--- src/rtl/clk_phase_pkg.sv ---
// Shared constants for the four-phase clock generator:
// FSM state codes, phase numbers and strobe vector bit positions.
package clk_phase_pkg;

    localparam logic [1:0] ST_HOLD   = 2'd0;
    localparam logic [1:0] ST_RUN    = 2'd1;
    localparam logic [1:0] ST_HALTED = 2'd2;
    localparam logic [1:0] ST_STEP   = 2'd3;

    localparam logic [1:0] PH_PC   = 2'd0;
    localparam logic [1:0] PH_IMEM = 2'd1;
    localparam logic [1:0] PH_DMEM = 2'd2;
    localparam logic [1:0] PH_WB   = 2'd3;

    localparam int STB_W    = 5;
    localparam int STB_PC   = 0;
    localparam int STB_PROC = 1;
    localparam int STB_IMEM = 2;
    localparam int STB_DMEM = 3;
    localparam int STB_WB   = 4;

endpackage

--- src/rtl/clock_phase_decode.sv ---
// Combinational strobe decode: (state, phase) -> 5-bit strobe vector.
// Ports: i_state, i_phase in; o_stb out (bit positions from clk_phase_pkg).
module clock_phase_decode
    import clk_phase_pkg::*;
(
    input  logic [1:0]       i_state,
    input  logic [1:0]       i_phase,
    output logic [STB_W-1:0] o_stb
);

    always_comb begin
        o_stb = '0;
        if (i_state != ST_HALTED) begin
            case (i_phase)
                PH_PC: begin
                    o_stb[STB_PC]   = 1'b1;
                    o_stb[STB_PROC] = 1'b1;
                end
                PH_IMEM: begin
                    o_stb[STB_PC]   = 1'b1;
                    o_stb[STB_PROC] = 1'b1;
                    o_stb[STB_IMEM] = 1'b1;
                end
                PH_DMEM: o_stb[STB_DMEM] = 1'b1;
                default: o_stb[STB_WB]   = 1'b1;
            endcase
        end
    end

endmodule

--- src/rtl/clock_phase_gen.sv ---
// Four-phase strobe generator with stretched cpu_reset and halt/step control.
// Ports: clock, reset (sync, active-low), halt, step in; phase strobes,
// cpu_reset, phase, halted, cycle_count out (all registered).
module clock_phase_gen
    import clk_phase_pkg::*;
#(
    parameter int RST_HOLD = 4,
    parameter int CNT_W    = 32
) (
    input  logic             clock,
    input  logic             reset,
    input  logic             halt,
    input  logic             step,
    output logic             PC_clk,
    output logic             processor_clock,
    output logic             imem_clock,
    output logic             dmem_clock,
    output logic             regfile_clock,
    output logic             cpu_reset,
    output logic [1:0]       phase,
    output logic             halted,
    output logic [CNT_W-1:0] cycle_count
);

    localparam logic [7:0]       LP_HOLD = 8'(RST_HOLD);
    localparam logic [CNT_W-1:0] LP_ONE  = CNT_W'(1);

    logic [1:0]       r_state;
    logic [1:0]       r_phase;
    logic [7:0]       r_hold_cnt;
    logic [CNT_W-1:0] r_cnt;
    logic [STB_W-1:0] r_stb;
    logic             r_cpu_reset;
    logic             r_halted;

    logic [1:0]       w_state_nxt;
    logic [1:0]       w_phase_nxt;
    logic [7:0]       w_hold_nxt;
    logic             w_cnt_inc;
    logic [STB_W-1:0] w_stb_nxt;

    always_comb begin
        w_state_nxt = r_state;
        w_phase_nxt = r_phase + 2'd1;
        w_hold_nxt  = r_hold_cnt;
        case (r_state)
            ST_HOLD: begin
                if (r_phase == PH_WB) begin
                    if (r_hold_cnt == LP_HOLD) w_state_nxt = ST_RUN;
                    else w_hold_nxt = r_hold_cnt + 8'd1;
                end
            end
            ST_RUN: begin
                if (r_phase == PH_WB && halt) begin
                    w_state_nxt = ST_HALTED;
                    w_phase_nxt = PH_WB;
                end
            end
            ST_HALTED: begin
                w_phase_nxt = PH_WB;
                // Releasing halt takes priority over a pending step.
                if (!halt) begin
                    w_state_nxt = ST_RUN;
                    w_phase_nxt = PH_PC;
                end else if (step) begin
                    w_state_nxt = ST_STEP;
                    w_phase_nxt = PH_PC;
                end
            end
            default: begin
                if (r_phase == PH_WB) begin
                    w_state_nxt = ST_HALTED;
                    w_phase_nxt = PH_WB;
                end
            end
        endcase
    end

    // Phase 0 is only ever entered from phase 3, so this fires once per cycle.
    assign w_cnt_inc = (w_phase_nxt == PH_PC) &&
                       (w_state_nxt == ST_RUN || w_state_nxt == ST_STEP);

    clock_phase_decode u_decode (
        .i_state (w_state_nxt),
        .i_phase (w_phase_nxt),
        .o_stb   (w_stb_nxt)
    );

    always_ff @(posedge clock) begin
        if (!reset) begin
            r_state     <= ST_HOLD;
            r_phase     <= PH_WB;
            r_hold_cnt  <= 8'd0;
            r_cnt       <= '0;
            r_stb       <= '0;
            r_cpu_reset <= 1'b1;
            r_halted    <= 1'b0;
        end else begin
            r_state     <= w_state_nxt;
            r_phase     <= w_phase_nxt;
            r_hold_cnt  <= w_hold_nxt;
            r_stb       <= w_stb_nxt;
            r_cpu_reset <= (w_state_nxt == ST_HOLD);
            r_halted    <= (w_state_nxt == ST_HALTED);
            if (w_cnt_inc) r_cnt <= r_cnt + LP_ONE;
        end
    end

    assign PC_clk          = r_stb[STB_PC];
    assign processor_clock = r_stb[STB_PROC];
    assign imem_clock      = r_stb[STB_IMEM];
    assign dmem_clock      = r_stb[STB_DMEM];
    assign regfile_clock   = r_stb[STB_WB];
    assign cpu_reset       = r_cpu_reset;
    assign phase           = r_phase;
    assign halted          = r_halted;
    assign cycle_count     = r_cnt;

endmodule

--- config.mk ---
export PLATFORM = sky130hd
export DESIGN_NAME = clock_phase_gen
export DESIGN_NICKNAME = d
export VERILOG_FILES = /design/src/rtl/clk_phase_pkg.sv /design/src/rtl/clock_phase_decode.sv /design/src/rtl/clock_phase_gen.sv
export SDC_FILE = /design/constraint.sdc
export NUM_CORES = 1
export LEC_CHECK = 0
export BUFFER_PORTS_ARGS = -buffer_cell sky130_fd_sc_hd__buf_2
export CAP_MARGIN = 30
export CORE_MARGIN = 3
export CORE_UTILIZATION = 41
export CTS_CLUSTER_SIZE = 20
export DETAILED_ROUTE_END_ITERATION = 10
export PLACE_DENSITY = 0.72
export SLEW_MARGIN = 20
export SYNTH_ARGS = -nofsm -noshare
export SYNTH_HDL_FRONTEND = slang
export SYNTH_HIERARCHICAL = 1
export SYNTH_SLANG_ARGS = --single-unit
--- constraint.sdc ---
create_clock -name clock -period 5 [get_ports clock]
set_input_delay 1 -clock clock [delete_from_list [all_inputs] [get_ports clock]]
set_output_delay 1 -clock clock [all_outputs]
set_load 0.03 [all_outputs]
After elaboration in Yosys (flattened, before gate mapping)
Cells that the tools add are included.
- register bits: 51
- latch bits: 0
- RAM bits: 0
- ROM bits: 0
- input bits: 4
- output and inout bits: 41
- word-level logic and storage cells: 47
- memories: 0
- add/sub/neg operators: 3
- $mul: 0
- divide/modulo/power cells: 0
- $lt $le $gt $ge: 0
- equality and inequality tests: 10
- shift operators: 0
- muxes and demuxes: 16
- bitwise logic cells: 1
- reductions and logical operators: 10
- operators by type and width (operator ; count):
    $add 32x1->32 const B ; 1
    $mux 2 ; 11
    $pmux 2 s3 ; 2
    $eq 2x2->1 const B ; 5
    $add 8x1->8 const B ; 1
    $eq 8x3->1 const B ; 1
    $eq 2x1->1 const B ; 3
    $logic_not 2->1 ; 3
    $mux 1 ; 3
    $reduce_and 3->1 ; 1
    $reduce_or 3->1 ; 1
    $add 2x1->2 const B ; 1
    $logic_and 1x1->1 ; 2
    $ne 2x2->1 const B ; 1
    $reduce_and 2->1 ; 1
    $reduce_or 2->1 ; 1
    $logic_or 1x1->1 ; 1
    $not 1->1 ; 1

Depth between registers and ports, before layout
- depth in word-level cells: 7
- depth in mapped cells: 11
- gate-level depth less buffers: 9

Cells and area by module
Netlist, hierarchy kept.
- modules (own cells, without submodules) (module ; times used ; cells each ; area an instance (sq um) ; sequential area each (sq um)):
    clock_phase_gen ; 1 ; 290 ; 2523.7 ; 1021.0
    clock_phase_decode ; 1 ; 7 ; 47.5 ; 0.0

Least setup slack after synthesis
Ideal clock, no wire load.
- kind: reg-to-reg
- start point: reg r_phase[0], in the netlist phase[0]
- end point: reg r_cnt[19], in the netlist cycle_count[19]
- library setup time: 0.070 ns
- arrival time: 2.457 ns
- required time: 4.930 ns
- setup slack: 2.472 ns
- stages on the path, launching flop included: 9
- buffers on the path: 1
- period minus slack after synthesis: 2.528 ns
- cells stage by stage: dfxtp_1 > inv_1 > ha_1 > nor2b_1 > a2111oi_4 > nand2_2 > buf_2 > or4_1 > a21oi_1
- cells in the longest elaborated chain, start to end: 7
- elaborated cells on any way between the ends: 15
- those cells by class: add/sub (1); eq/ne (3); mux (7); reduce/logical (4)
- RTL lines (element ; line ; text):
    start: declaration ; clock_phase_gen.sv:29 ; logic [1:0] r_phase;
    start signal: assignment ; clock_phase_gen.sv:100 ; r_phase <= w_phase_nxt;
    $eq 2x2->1 ; clock_phase_gen.sv:48, clock_phase_gen.sv:54, clock_phase_gen.sv:71 ;
    $logic_and 1x1->1 ; clock_phase_gen.sv:54 ; if (r_phase == PH_WB && halt) begin
    $mux 2 ; clock_phase_gen.sv:54 ;
    $pmux 2 s3 ; clock_phase_gen.sv:46 ; case (r_state)
    $eq 2x1->1 or $eq 2x2->1 (tied branches) ; clock_phase_gen.sv:81 ; (w_state_nxt == ST_RUN || w_state_nxt == ST_STEP);
    $logic_or 1x1->1 ; clock_phase_gen.sv:81 ;
    $logic_and 1x1->1 * ; clock_phase_gen.sv:80 ; assign w_cnt_inc = (w_phase_nxt == PH_PC) &&
    end signal: assignment ; clock_phase_gen.sv:105 ; if (w_cnt_inc) r_cnt <= r_cnt + LP_ONE;
    end: declaration ; clock_phase_gen.sv:31 ; logic [CNT_W-1:0] r_cnt;
Every way passes the cells marked *; elsewhere a longest branch is shown, timed or not.
A chain may end at the register's enable or synchronous reset.

Worst setup path in the final report
- start point: reg r_phase[0], in the netlist phase[0]
- end point: reg r_cnt[15], in the netlist cycle_count[15]
Same word-level chain as after synthesis.

==> results.json <==
{
  "status": "complete, no violations",
  "grt_pass1_wl_mm": 10.0,
  "antenna_left": 0,
  "crit_slowest_cell": "or4_1",
  "layout_commonest_cell": "dfxtp_1",
  "maxSlewViolCount": 0,
  "hold_violations": 0,
  "skew_ps": 9.75,
  "reg2reg_slack_ps": 2250,
  "cts_resized": 0,
  "fmax_mhz": 364,
  "gp_congestion": 0.827,
  "io_buffers": 44,
  "slew_headroom_pct": 57.9,
  "power_leakage_nw": 1.15,
  "yosys.area.top_type_share_pct": 39.7,
  "tns_ps": 0,
  "hp-class": "register to register",
  "synth.largest_area_cell": "dfxtp_1",
  "via_count": 2422,
  "start_kind": "register",
  "maxCapViolCount": 0,
  "crit_path_end_kind": "register",
  "grt_max_degree": 34,
  "synth_edf_count": 0,
  "synth_seq_cells": 51,
  "numCtsBuffers": 5,
  "worstPathCellList": "inv_1, ha_1, nor2b_1, a2111oi_4, nand2_2, or4_1, a21oi_1",
  "clkSinkCount": 51,
  "tritoncts": "yes",
  "grt_util_all_layers_pct": 16.6,
  "htreeDepth": 2,
  "area_delta_synth_final_pct": 15.8,
  "fin_crit_ps": 2750,
  "power.density_nw_per_um2": 273,
  "die-area_um2": 7260,
  "clkTransAtPathRegs_ps": 100,
  "fillerInstances": 595,
  "fin_crit_sh_pct": 55.0,
  "final_util_pct": 49.7,
  "synth_area_per_cell_um2": 8.66,
  "wl_mm": 5.85,
  "required_ps": 5250,
  "antenna_found_initial": 0,
  "overflow": 0,
  "wl_per_cell_um": 14.2,
  "crit_type": "register to register",
  "placed_cell_area_um2": 2860,
  "synth_area_leaders": "dfxtp_1 40%, a21oi_1 5.8%, o31ai_1 5.0%",
  "netlist-cell-type-count": 46,
  "layout-drive-gt1-share_pct": 19.0,
  "routed_via_density": 5.89,
  "yosys_warnings": 6,
  "pre_cts_slack_ps": 1950,
  "die_y_um": 85.2,
  "setup_viol": 0,
  "post-dp-hpwl_mm": 4.18,
  "yosysSeqAreaShare_pct": 39.7,
  "cpPeakStageDelay_ps": 620,
  "clockBufferDepth": 2,
  "cts_hold_buf": 0,
  "setup_slack_ps": 2250,
  "boundaryPins": 45,
  "yosys_most_used_dff": "dfxtp_1",
  "die_x_um": 85.2,
  "crit_family": "simple AND/OR/NAND/NOR gates",
  "synth_fp_nets": 307,
  "worstPathArrival_ps": 3000,
  "core_um2": 5990,
  "grt_pass1_vias": 2253,
  "crit_buf_inv": 1,
  "drtIter0Drc": 131,
  "async_flop_share_pct": 0,
  "netlist_area_um2": 2570,
  "cts_root_buf": "clkbuf_8",
  "p_total_w": 0.000813,
  "worst_slew_pin_slew_ps": 625,
  "synthCells": 297,
  "start_util_pct": 42.9,
  "n_antenna_cell": 0,
  "rsz0062_at_grt": "no",
  "most-common-layout-cells": "51 x dfxtp_1, 44 x buf_2, 30 x a21oi_1",
  "cp_max_fo": 33,
  "final_area_um2": 2980,
  "drc": 0,
  "rows": 28,
  "drtPass1Iterations": 4,
  "insertion_delay_ps": 300,
  "fin_nets": 345,
  "cts_setup_buffers": 0,
  "ir_drop_mv": 0.176
}
-- cells by family (layout without fill, tap and decap cells) --
| family | Yosys count | in the layout | share of synthesized area [%] |
|---|---|---|---|
| and+or+nand+nor | 133 | 133 | 31.1 |
| xor gates and xnor gates | 7 | 7 | 2.38 |
| DFF | 51 | 51 | 39.7 |
| buffers and inverters | 27 | 66 | 4.43 |
| adders and majority gates | 6 | 6 | 2.92 |
| AOI/OAI and AO/OA | 72 | 72 | 19.0 |
| muxes | 1 | 1 | 0.389 |
-- where the power goes --
| group | switching [W] | total (W) | internal (W) |
|---|---|---|---|
| clock network | 0.000140 | 0.000289 | 0.000149 |
| logic | 0.0000678 | 0.0000995 | 0.0000317 |
| registers | 0.00000768 | 0.000424 | 0.000416 |
| total | 0.000215 | 0.000813 | 0.000597 |
-- state kept, by name (all words and copies together) (netlist names) --
signal,flops
cpu_reset,1
cycle_count,32
halted,1
phase,2
r_hold_cnt,8
r_state,2
r_stb,5
-- metrics by stage --
step | std cells | hold WS, ps
6_report | 411 | 500
4_1_cts | 411 | 504
2_1_floorplan | 297 | 479
3_3_place_gp | 402 | 477
3_5_place_dp | 403 | 489
5_1_grt | 411 | 531
-- layout make-up --
class                           instances  area, um^2  area share (%)
Multi-Input combinational cell        219        1440            48.4
Sequential cell                        51        1020            34.3
Clock buffer                            5        68.8            2.31
Clock inverter                          3        43.8            1.47
Tap cell                               75        93.8            3.15
Inverter                               10        37.5            1.26
Timing Repair Buffer                   48         270            9.08
-- cells in the mapped netlist, drive strengths merged, types with 2 or more instances --
library cell	number
a21oi	30
nor3	5
or3	5
or4	17
and4	2
nand4	14
nor4	5
o31a	3
or4b	2
nor2	17
clkbuf	12
inv	9
nor2b	3
o41ai	4
nor3b	3
nand2	16
o311ai	2
ha	6
and3	6
nand3	18
buf	5
and3b	2
nand4b	3
and2	11
o31ai	17
o21ai	8
nor4bb	2
dfxtp	51
xor2	5
xnor2	2
o21a	3
-- worst register-to-register path, delay by kind of cell, from the launching register on --
kind / cells / cell delay [ps]
AND/OR/NAND/NOR: 3 / 1230
buffers and inverters: 1 / 130
adder cells (fa/ha/maj): 1 / 300
AO/OA/AOI/OAI: 2 / 640
flip-flops: 1 / 400
-- path summary, 6_finish.rpt --
kind,startpoint,endpoint,cells past startpoint
max,phase[0],cycle_count[15],7
min,cycle_count[28],cycle_count[28],2
max reg2reg,phase[0],cycle_count[15],7
min reg2reg,cycle_count[28],cycle_count[28],2
-- routing by layer --
metal	global-route usage (%)	vias up	wire length [um]
met5	0	-	0
met2	27.5	51	2810
met1	21.6	1165	2720
met4	5.90	0	94
li1	-	1197	-
met3	3.20	9	222
(Power assumes the default switching activity.)
